### src/rtl/convolve_pkg.sv
// Shared types and sizing helpers for the convolve sequencer.
// Exports the state enum, beat-count functions and a counter-width helper.
package convolve_pkg;

    typedef enum logic [2:0] {
        IDLE,
        CLEAR,
        KERNEL,
        STREAM,
        DRAIN,
        FINISH
    } state_t;

    function automatic int num_k(input int ksize);
        return ksize * ksize;
    endfunction

    function automatic int num_pix(input int len);
        return len * len;
    endfunction

    function automatic int num_out(input int len, input int ksize);
        return (len - ksize + 1) * (len - ksize + 1);
    endfunction

    // Bits needed to hold the values 0..n inclusive.
    function automatic int cnt_w(input int n);
        return $clog2(n + 1);
    endfunction

endpackage

### src/rtl/conv_beat_counter.sv
// Up-counter with sync clear, enable, saturation at MAX and a terminal flag.
// Ports: clk, reset, clr_i, en_i in; count_o (0..MAX), last_o (count==MAX-1) out.
module conv_beat_counter
    import convolve_pkg::*;
#(
    parameter int MAX = 9,
    parameter int W   = cnt_w(MAX)
) (
    input  logic         clk,
    input  logic         reset,
    input  logic         clr_i,
    input  logic         en_i,
    output logic [W-1:0] count_o,
    output logic         last_o
);

    logic [W-1:0] count_q, count_d;

    always_comb begin
        count_d = count_q;
        if (clr_i) begin
            count_d = '0;
        end else if (en_i && (count_q != W'(MAX))) begin
            count_d = count_q + W'(1);
        end
    end

    always_ff @(posedge clk) begin
        if (reset) begin
            count_q <= '0;
        end else begin
            count_q <= count_d;
        end
    end

    assign count_o = count_q;
    // Terminal flag fires on the beat that completes the phase, so the
    // owning FSM can leave on that same handshake without a bubble.
    assign last_o  = (count_q == W'(MAX - 1));

endmodule

### src/rtl/convolve_ctrl.sv
// Sequencer for the convolve datapath: kernel load, pixel stream, drain.
// Ports: clk/reset/start, in_* stream, conv_* datapath pins, out_* results, busy/done/error.
module convolve_ctrl
    import convolve_pkg::*;
#(
    parameter int BITS        = 9,
    parameter int KERNEL_SIZE = 3,
    parameter int IMG_LENGTH  = 16,
    parameter int DRAIN_MAX   = 128
) (
    input  logic            clk,
    input  logic            reset,
    input  logic            start,
    input  logic [BITS-1:0] in_data,
    input  logic            in_valid,
    output logic            in_ready,
    output logic            conv_reset,
    output logic [BITS-1:0] conv_kernel_in,
    output logic            conv_kernel_write_en,
    output logic [BITS-1:0] conv_img_input,
    output logic            conv_shift_write_en,
    input  logic            conv_output_valid,
    input  logic [BITS-1:0] conv_img_output,
    output logic [BITS-1:0] out_data,
    output logic            out_valid,
    output logic [cnt_w(num_out(IMG_LENGTH, KERNEL_SIZE))-1:0] out_count,
    output logic            busy,
    output logic            done,
    output logic            error
);

    localparam int NUM_K   = num_k(KERNEL_SIZE);
    localparam int NUM_PIX = num_pix(IMG_LENGTH);
    localparam int NUM_OUT = num_out(IMG_LENGTH, KERNEL_SIZE);
    localparam int OCW     = cnt_w(NUM_OUT);

    state_t state_q, state_d;

    logic            conv_reset_q, conv_reset_d;
    logic [BITS-1:0] kin_q, kin_d;
    logic            kwe_q, kwe_d;
    logic [BITS-1:0] img_q, img_d;
    logic            swe_q, swe_d;
    logic [BITS-1:0] out_data_q, out_data_d;
    logic            out_valid_q, out_valid_d;
    logic [OCW-1:0]  out_count_q, out_count_d;
    logic            error_q, error_d;

    logic accept_start;
    logic hs;
    logic in_kernel;
    logic in_stream;
    logic in_drain;
    logic out_full;
    logic fwd;
    logic k_last;
    logic p_last;
    logic d_last;

    logic [cnt_w(NUM_K)-1:0]     k_count;
    logic [cnt_w(NUM_PIX)-1:0]   p_count;
    logic [cnt_w(DRAIN_MAX)-1:0] d_count;

    assign in_kernel    = (state_q == KERNEL);
    assign in_stream    = (state_q == STREAM);
    assign in_drain     = (state_q == DRAIN);
    assign accept_start = (state_q == IDLE) && start;
    assign in_ready     = in_kernel || in_stream;
    assign hs           = in_valid && in_ready;
    assign out_full     = (out_count_q == OCW'(NUM_OUT));
    // Results only pass while the datapath is live and before saturation.
    assign fwd          = (in_stream || in_drain) && conv_output_valid
                          && !out_full;

    conv_beat_counter #(.MAX(NUM_K)) u_kcnt (
        .clk     (clk),
        .reset   (reset),
        .clr_i   (accept_start),
        .en_i    (hs && in_kernel),
        .count_o (k_count),
        .last_o  (k_last)
    );

    conv_beat_counter #(.MAX(NUM_PIX)) u_pcnt (
        .clk     (clk),
        .reset   (reset),
        .clr_i   (accept_start),
        .en_i    (hs && in_stream),
        .count_o (p_count),
        .last_o  (p_last)
    );

    conv_beat_counter #(.MAX(DRAIN_MAX)) u_dcnt (
        .clk     (clk),
        .reset   (reset),
        .clr_i   (accept_start),
        .en_i    (in_drain),
        .count_o (d_count),
        .last_o  (d_last)
    );

    always_comb begin
        state_d = state_q;
        unique case (state_q)
            IDLE:    if (start) state_d = CLEAR;
            CLEAR:   state_d = KERNEL;
            KERNEL:  if (hs && k_last) state_d = STREAM;
            STREAM:  if (hs && p_last) state_d = DRAIN;
            DRAIN:   if (out_full || d_last) state_d = FINISH;
            FINISH:  state_d = IDLE;
            default: state_d = IDLE;
        endcase
    end

    always_comb begin
        conv_reset_d = accept_start;
        kwe_d        = hs && in_kernel;
        kin_d        = kwe_d ? in_data : kin_q;
        swe_d        = hs && in_stream;
        img_d        = swe_d ? in_data : img_q;
        out_valid_d  = fwd;
        out_data_d   = fwd ? conv_img_output : out_data_q;
        out_count_d  = out_count_q;
        error_d      = error_q;
        if (accept_start) begin
            out_count_d = '0;
            error_d     = 1'b0;
        end else begin
            if (fwd) begin
                out_count_d = out_count_q + OCW'(1);
            end
            // Timeout only when drain budget expires short of a full image.
            if (in_drain && d_last && !out_full) begin
                error_d = 1'b1;
            end
        end
    end

    always_ff @(posedge clk) begin
        if (reset) begin
            state_q      <= IDLE;
            conv_reset_q <= 1'b1;
            kin_q        <= '0;
            kwe_q        <= 1'b0;
            img_q        <= '0;
            swe_q        <= 1'b0;
            out_data_q   <= '0;
            out_valid_q  <= 1'b0;
            out_count_q  <= '0;
            error_q      <= 1'b0;
        end else begin
            state_q      <= state_d;
            conv_reset_q <= conv_reset_d;
            kin_q        <= kin_d;
            kwe_q        <= kwe_d;
            img_q        <= img_d;
            swe_q        <= swe_d;
            out_data_q   <= out_data_d;
            out_valid_q  <= out_valid_d;
            out_count_q  <= out_count_d;
            error_q      <= error_d;
        end
    end

    assign conv_reset           = conv_reset_q;
    assign conv_kernel_in       = kin_q;
    assign conv_kernel_write_en = kwe_q;
    assign conv_img_input       = img_q;
    assign conv_shift_write_en  = swe_q;
    assign out_data             = out_data_q;
    assign out_valid            = out_valid_q;
    assign out_count            = out_count_q;
    assign error                = error_q;
    assign busy                 = (state_q != IDLE);
    assign done                 = (state_q == FINISH);

endmodule

### config.mk
export PLATFORM = sky130hd
export DESIGN_NAME = convolve_ctrl
export DESIGN_NICKNAME = d
export VERILOG_FILES = /design/src/rtl/convolve_pkg.sv /design/src/rtl/conv_beat_counter.sv /design/src/rtl/convolve_ctrl.sv
export SDC_FILE = /design/constraint.sdc
export NUM_CORES = 1
export LEC_CHECK = 0
export ABC_AREA = 1
export ABC_CLOCK_PERIOD_IN_PS = 2420
export BUFFER_PORTS_ARGS = -buffer_cell sky130_fd_sc_hd__buf_4
export CORE_ASPECT_RATIO = 0.8
export CORE_MARGIN = 3
export CORE_UTILIZATION = 50
export DETAILED_ROUTE_END_ITERATION = 7
export GPL_TIMING_DRIVEN = 0
export PLACE_DENSITY_LB_ADDON = 0.12
export RECOVER_POWER = 25
export SYNTH_ARGS = -nofsm -noshare
export SYNTH_HDL_FRONTEND = slang
export SYNTH_SLANG_ARGS = --single-unit
### constraint.sdc
create_clock -name clk -period 2.42 [get_ports clk]
set_clock_uncertainty 0.15 [all_clocks]
set_input_delay 0.363 -clock clk [delete_from_list [all_inputs] [get_ports clk]]
set_output_delay 0.363 -clock clk [all_outputs]
set_load 0.02 [all_outputs]
**Word level (Yosys, flattened, before mapping)**

Index checks and enable logic that the tools add are counted.

- Add/sub/neg operators: 4
- Equality and inequality tests: 16
- Multiplexer cells: 5
- Reduce and logical (&&, ||, !) cells: 21

Operators by type and width:

| operator | count |
|---|---|
| $add A8 B1 Y8 const B | 2 |
| $pmux W3 S5 | 1 |
| $logic_and A1 B1 Y1 | 13 |
| $mux W3 | 4 |
| $add A9 B1 Y9 const B | 1 |
| $eq A9 B8 Y1 const B | 1 |
| $ne A9 B9 Y1 const B | 1 |
| $eq A8 B7 Y1 const B | 1 |
| $eq A8 B8 Y1 const B | 1 |
| $ne A8 B8 Y1 const B | 1 |
| $eq A3 B2 Y1 const B | 2 |
| $eq A3 B3 Y1 const B | 2 |
| $ne A2 B1 Y1 const B | 3 |
| $add A4 B1 Y4 const B | 1 |
| $eq A4 B4 Y1 const B | 1 |
| $ne A4 B4 Y1 const B | 1 |
| $reduce_and A4 Y1 | 1 |
| $eq A3 B1 Y1 const B | 1 |
| $logic_not A3 Y1 | 1 |
| $logic_or A1 B1 Y1 | 3 |
| $reduce_bool A3 Y1 | 1 |
| $ne A2 B2 Y1 const B | 1 |
| $reduce_or A2 Y1 | 1 |
| $logic_not A1 Y1 | 1 |

- Register bits after elaboration: 64
- Bits of input ports: 23
- Output and inout port bits: 43

**Logic depth before layout (Yosys ltp)**

- Word-level depth: 6
- Mapped depth: 13
- Mapped depth without buffers: 13

**By module**

From an unflattened synthesis, not the netlist that was laid out.

- Cell total of the unflattened synthesis: 462
- Area total of the unflattened synthesis: 3179.3 sq um

Modules (own cells, without submodules):

| module | times used | cells each | area an instance (sq um) | sequential area each (sq um) |
|---|---|---|---|---|
| convolve_ctrl | 1 | 259 | 1844.3 | 860.8 |
| conv_beat_counter at u_dcnt | 1 | 89 | 548.0 | 160.2 |
| conv_beat_counter at u_pcnt | 1 | 80 | 536.8 | 180.2 |
| conv_beat_counter at u_kcnt | 1 | 34 | 250.2 | 80.1 |

**Worst setup path after synthesis**

Ideal clock, no wire load.

- Path kind: register -> register
- Start: register u_pcnt.count_q[0], in the netlist u_pcnt.count_o[0]
- End: register state_q[1]
- Setup time: 0.115 ns
- Arrival: 1.582 ns
- Data required time: 2.155 ns
- Setup slack: 0.573 ns
- Cell stages (with the launch flop): 14
- Path buffers: 0
- Clock period less this slack: 1.847 ns
- Cell sequence: dfxtp_1 > ha_1 > nand2_1 > inv_1 > nand3_1 > nor3_1 > ha_1 > nand2_1 > nand2_1 > nand2_1 > nor2_1 > nand3_1 > nand2_1 > nor2_1

- Cells in the longest elaborated chain, start to end: 4

RTL lines:

| what | line | text |
|---|---|---|
| start: declaration | conv_beat_counter.sv:17 | `logic [W-1:0] count_q, count_d;` |
| start signal: assignment | conv_beat_counter.sv:32 | `count_q <= count_d;` |
| $eq A9 B8 Y1 | conv_beat_counter.sv:39 | `assign last_o = (count_q == W'(MAX - 1));` |
| $logic_and A1 B1 Y1 | convolve_ctrl.sv:108 | `STREAM: if (hs && p_last) state_d = DRAIN;` |
| $ne A2 B1 Y1 (no line) | -- |  |
| $reduce_and A4 Y1 (no line) | -- |  |
| end signal: assignment | convolve_ctrl.sv:152 | `state_q <= state_d;` |
| end: declaration | convolve_ctrl.sv:37 | `state_t state_q, state_d;` |

No other way between the ends.
A chain may end at the register's enable or synchronous reset.

**Final worst setup path**

Ends and elaborated chain as after synthesis.

==> impl_metrics.yaml <==
outcome:
  status: "completed"
routing:
  drt_iter0_markers: 145
  vias_per_cell: 4.898
  antenna_left: 0
  wire_per_inst_um: 11.85
  remaining_drc_errors: 0
  wl_um: 6705
  first_pass_iters: 4
  via_count: 2772
logic_synthesis:
  ys_types: 30
  seq_area_frac_synth_pct: 43.32
  ys_warn_count: 0
  ys_ff_latch: 64
  async_flop_share_pct: 0
  ys.flop_type: "dfxtp_1"
  synth_edf_count: 0
  postSynthCellCount: 408
  netlist_area_um2: 2958
  avgSynthCellArea_um2: 7.250
  syn_nets: 441
power_and_ir_drop:
  switching_share_pct: 34.38
  p_leak_uw: 0.001469
  p_switching_uw: 951.2
  share_seq_of_total_power_pct: 44.8
  comb_power_share_pct: 25.8
  cell_internal_pwr_uw: 1815
  irDropWorstVdd_mv: 0.5739
  powerDensity_nw_per_um2: 764.5
  clockPowerShare_pct: 29.4
critical_path:
  crit_path_start_kind: "flip-flop"
  reg2reg_depth: 13
  critical_path.endpoint_type: "flip-flop"
  crit_fanout: 5
  r2r_end: "state_q[1]"
  r2r_setup_slack_ns: 0.30
  required_ns: 2.50
  rr_startpoint: "u_pcnt.count_o[0]"
  critical_path.startpoint: "u_pcnt.count_o[0]"
  cp.arrival_ns: 2.19
  crit_type: "flip-flop to flip-flop"
cells_and_area:
  final_common_cell: "nand2_1"
  n_antenna_cell: 0
  fin_util_pct: 64.78
  final_layout_size_suffix_gt1_share_pct: 16.80
  final_cell_mix: "nand2_1, nor2_1, dfxtp_1, buf_4, a21oi_1"
  layout.nets: 517
  area_delta_synth_final_pct: 22.34
timing:
  hold_viol: 0
  maxSlewHeadroom_pct: 67.02
  max_freq_ghz: 0.4723
  setup_violations: 0
  setup_tns_ns: 0
  finalCritPeriodShare_pct: 87.49
  fin_crit_ns: 2.117
  worst_pin_slew_ns: 0.4947
  rsz0062_at_grt: "false"
  report.final.slew_viol_count: 0
clock_network:
  clock-sinks: 64
  clkLatencyLatePin_ns: 0.33
  postCtsSetupBuffers: 0
  cts_buffer_depth: 2
  post_cts_resized: 0
  hold_buffers: 0
  clk_pin_slew_ns: 0.07
  cts_buffers: 9
  cts_tree: "built"
  htreeDepth: 3
  cts-root-buf: "clkbuf_8"
hold_path:
  hold_class: "input port to flip-flop"
  worstHoldPathCells: 2
  holdPathEnd: "conv_img_input[4]"
  min_from: "reset"
placed_design:
  place_hpwl_um: 5042
  io_buffers: 65
  gp_congestion: 0.8543
global_route:
  grt_use_total_pct: 19.55
  grt_pass1_wl_um: 10630
  first_global_vias: 2380
  grt_max_degree: 11
  grt-ovfl-total: 0
  antenna_found_initial: 0
flow_run:
  max_cap_violations: 0
die:
  io_pins: 66
  rows: 24
  die_h_um: 74.80
  die_area_um2: 6880
  core_area_um2: 5585
  start_util_pct: 52.96
  die_x_um: 91.99
[critical path, stage by stage (launching register included)]
cell     delay, ns
dfxtp_1       0.38
ha_1          0.20
nand2_1       0.06
inv_1         0.10
nand3_1       0.11
nor3_1        0.17
ha_1          0.18
nand2_1       0.05
nand2_1       0.07
nand2_1       0.05
nor2_1        0.27
nand3_1       0.11
nand2_1       0.08
nor2_1        0.04
[synth_stat cells (2+ instances only)]
library cell	number	area [um2]
nand3_2	2	20.02
nand3_1	15	75.07
buf_2	3	15.01
ha_1	10	125.1
buf_6	3	33.78
nor3_1	7	35.03
nor2_4	2	22.52
nor2_2	2	12.51
nand2_1	98	367.9
nand4_1	2	12.51
xor2_1	11	96.34
clkbuf_1	4	15.01
inv_1	31	116.4
o21ai_1	5	25.02
nand2_2	5	31.28
nor2_1	71	266.5
xnor2_1	4	35.03
dfxtp_1	64	1281
o21ai_0	20	100.1
inv_2	6	22.52
a21oi_1	32	160.2
a21oi_2	3	26.28
[metrics by stage]
step                      power [uW]  instance area, um2  setup WS [ns]  std cells  hold slack [ns]
after CTS                       2846                3716         0.2972        566          0.03834
after global placement          2014                3543         0.3417        551           0.2985
after floorplan                 1739                2958         0.5731        408           0.2821
final                           2766                3618         0.3028        566          0.05626
after detailed placement        2025                3543         0.3136        551           0.3099
after global routing            2922                3618        0.08976        566          0.04877
[worst max-delay path by stage]
stage                     slack, ns          to
after floorplan                0.57  state_q[1]
after global placement         0.34  state_q[1]
after detailed placement       0.31  state_q[1]
after CTS                      0.30  state_q[1]
after global routing           0.09  state_q[1]
final                          0.30  state_q[1]
[layout make-up]
| class | count | area (um2) |
|---|---|---|
| multi-input cells | 296 | 1466 |
| fillers | 537 | 1967 |
| clock inverters | 3 | 17.52 |
| clock buffers | 12 | 155.1 |
| flip-flops and latches | 64 | 1281 |
| repair buffers | 65 | 390.4 |
| inverters | 37 | 138.9 |
| well taps | 78 | 97.59 |
| plain buffers | 11 | 71.32 |
[sequential cells by signal, indices dropped and copies added (netlist names), 3 cells and up]
name,count
conv_img_input,9
conv_kernel_in,9
out_data,9
u_pcnt.count_o,9
out_count,8
u_dcnt.count_o,8
u_kcnt.count_o,4
state_q,3
[logic make-up after synthesis]
kind of cell	after synthesis	share of synthesized area, %
simple gates	207	29.36
compound gates	64	11.55
flops	64	43.32
buf+inv	48	7.106
xor+xnor	15	4.441
fa+ha+maj	10	4.230
[power groups by stage]
stage          Sequential (uW)  Clock (uW)  Combinational [uW]
2_1_floorplan             1340           0                 400
3_3_place_gp              1260           0                 754
3_5_place_dp              1260           0                 763
4_1_cts                   1240         840                 766
5_1_grt                   1250         877                 794
6_report                  1240         814                 713
[layer usage]
| layer | GRT usage [%] | share of wire [%] | vias to the layer above |
|---|---|---|---|
| met5 | 0 | 0 | - |
| met4 | 7.414 | 1.3 | 0 |
| met3 | 5.694 | 5.7 | 7 |
| met2 | 32.69 | 48 | 63 |
| met1 | 24.39 | 45 | 1251 |
| li1 | - | - | 1451 |
(Power assumes the default switching activity.)
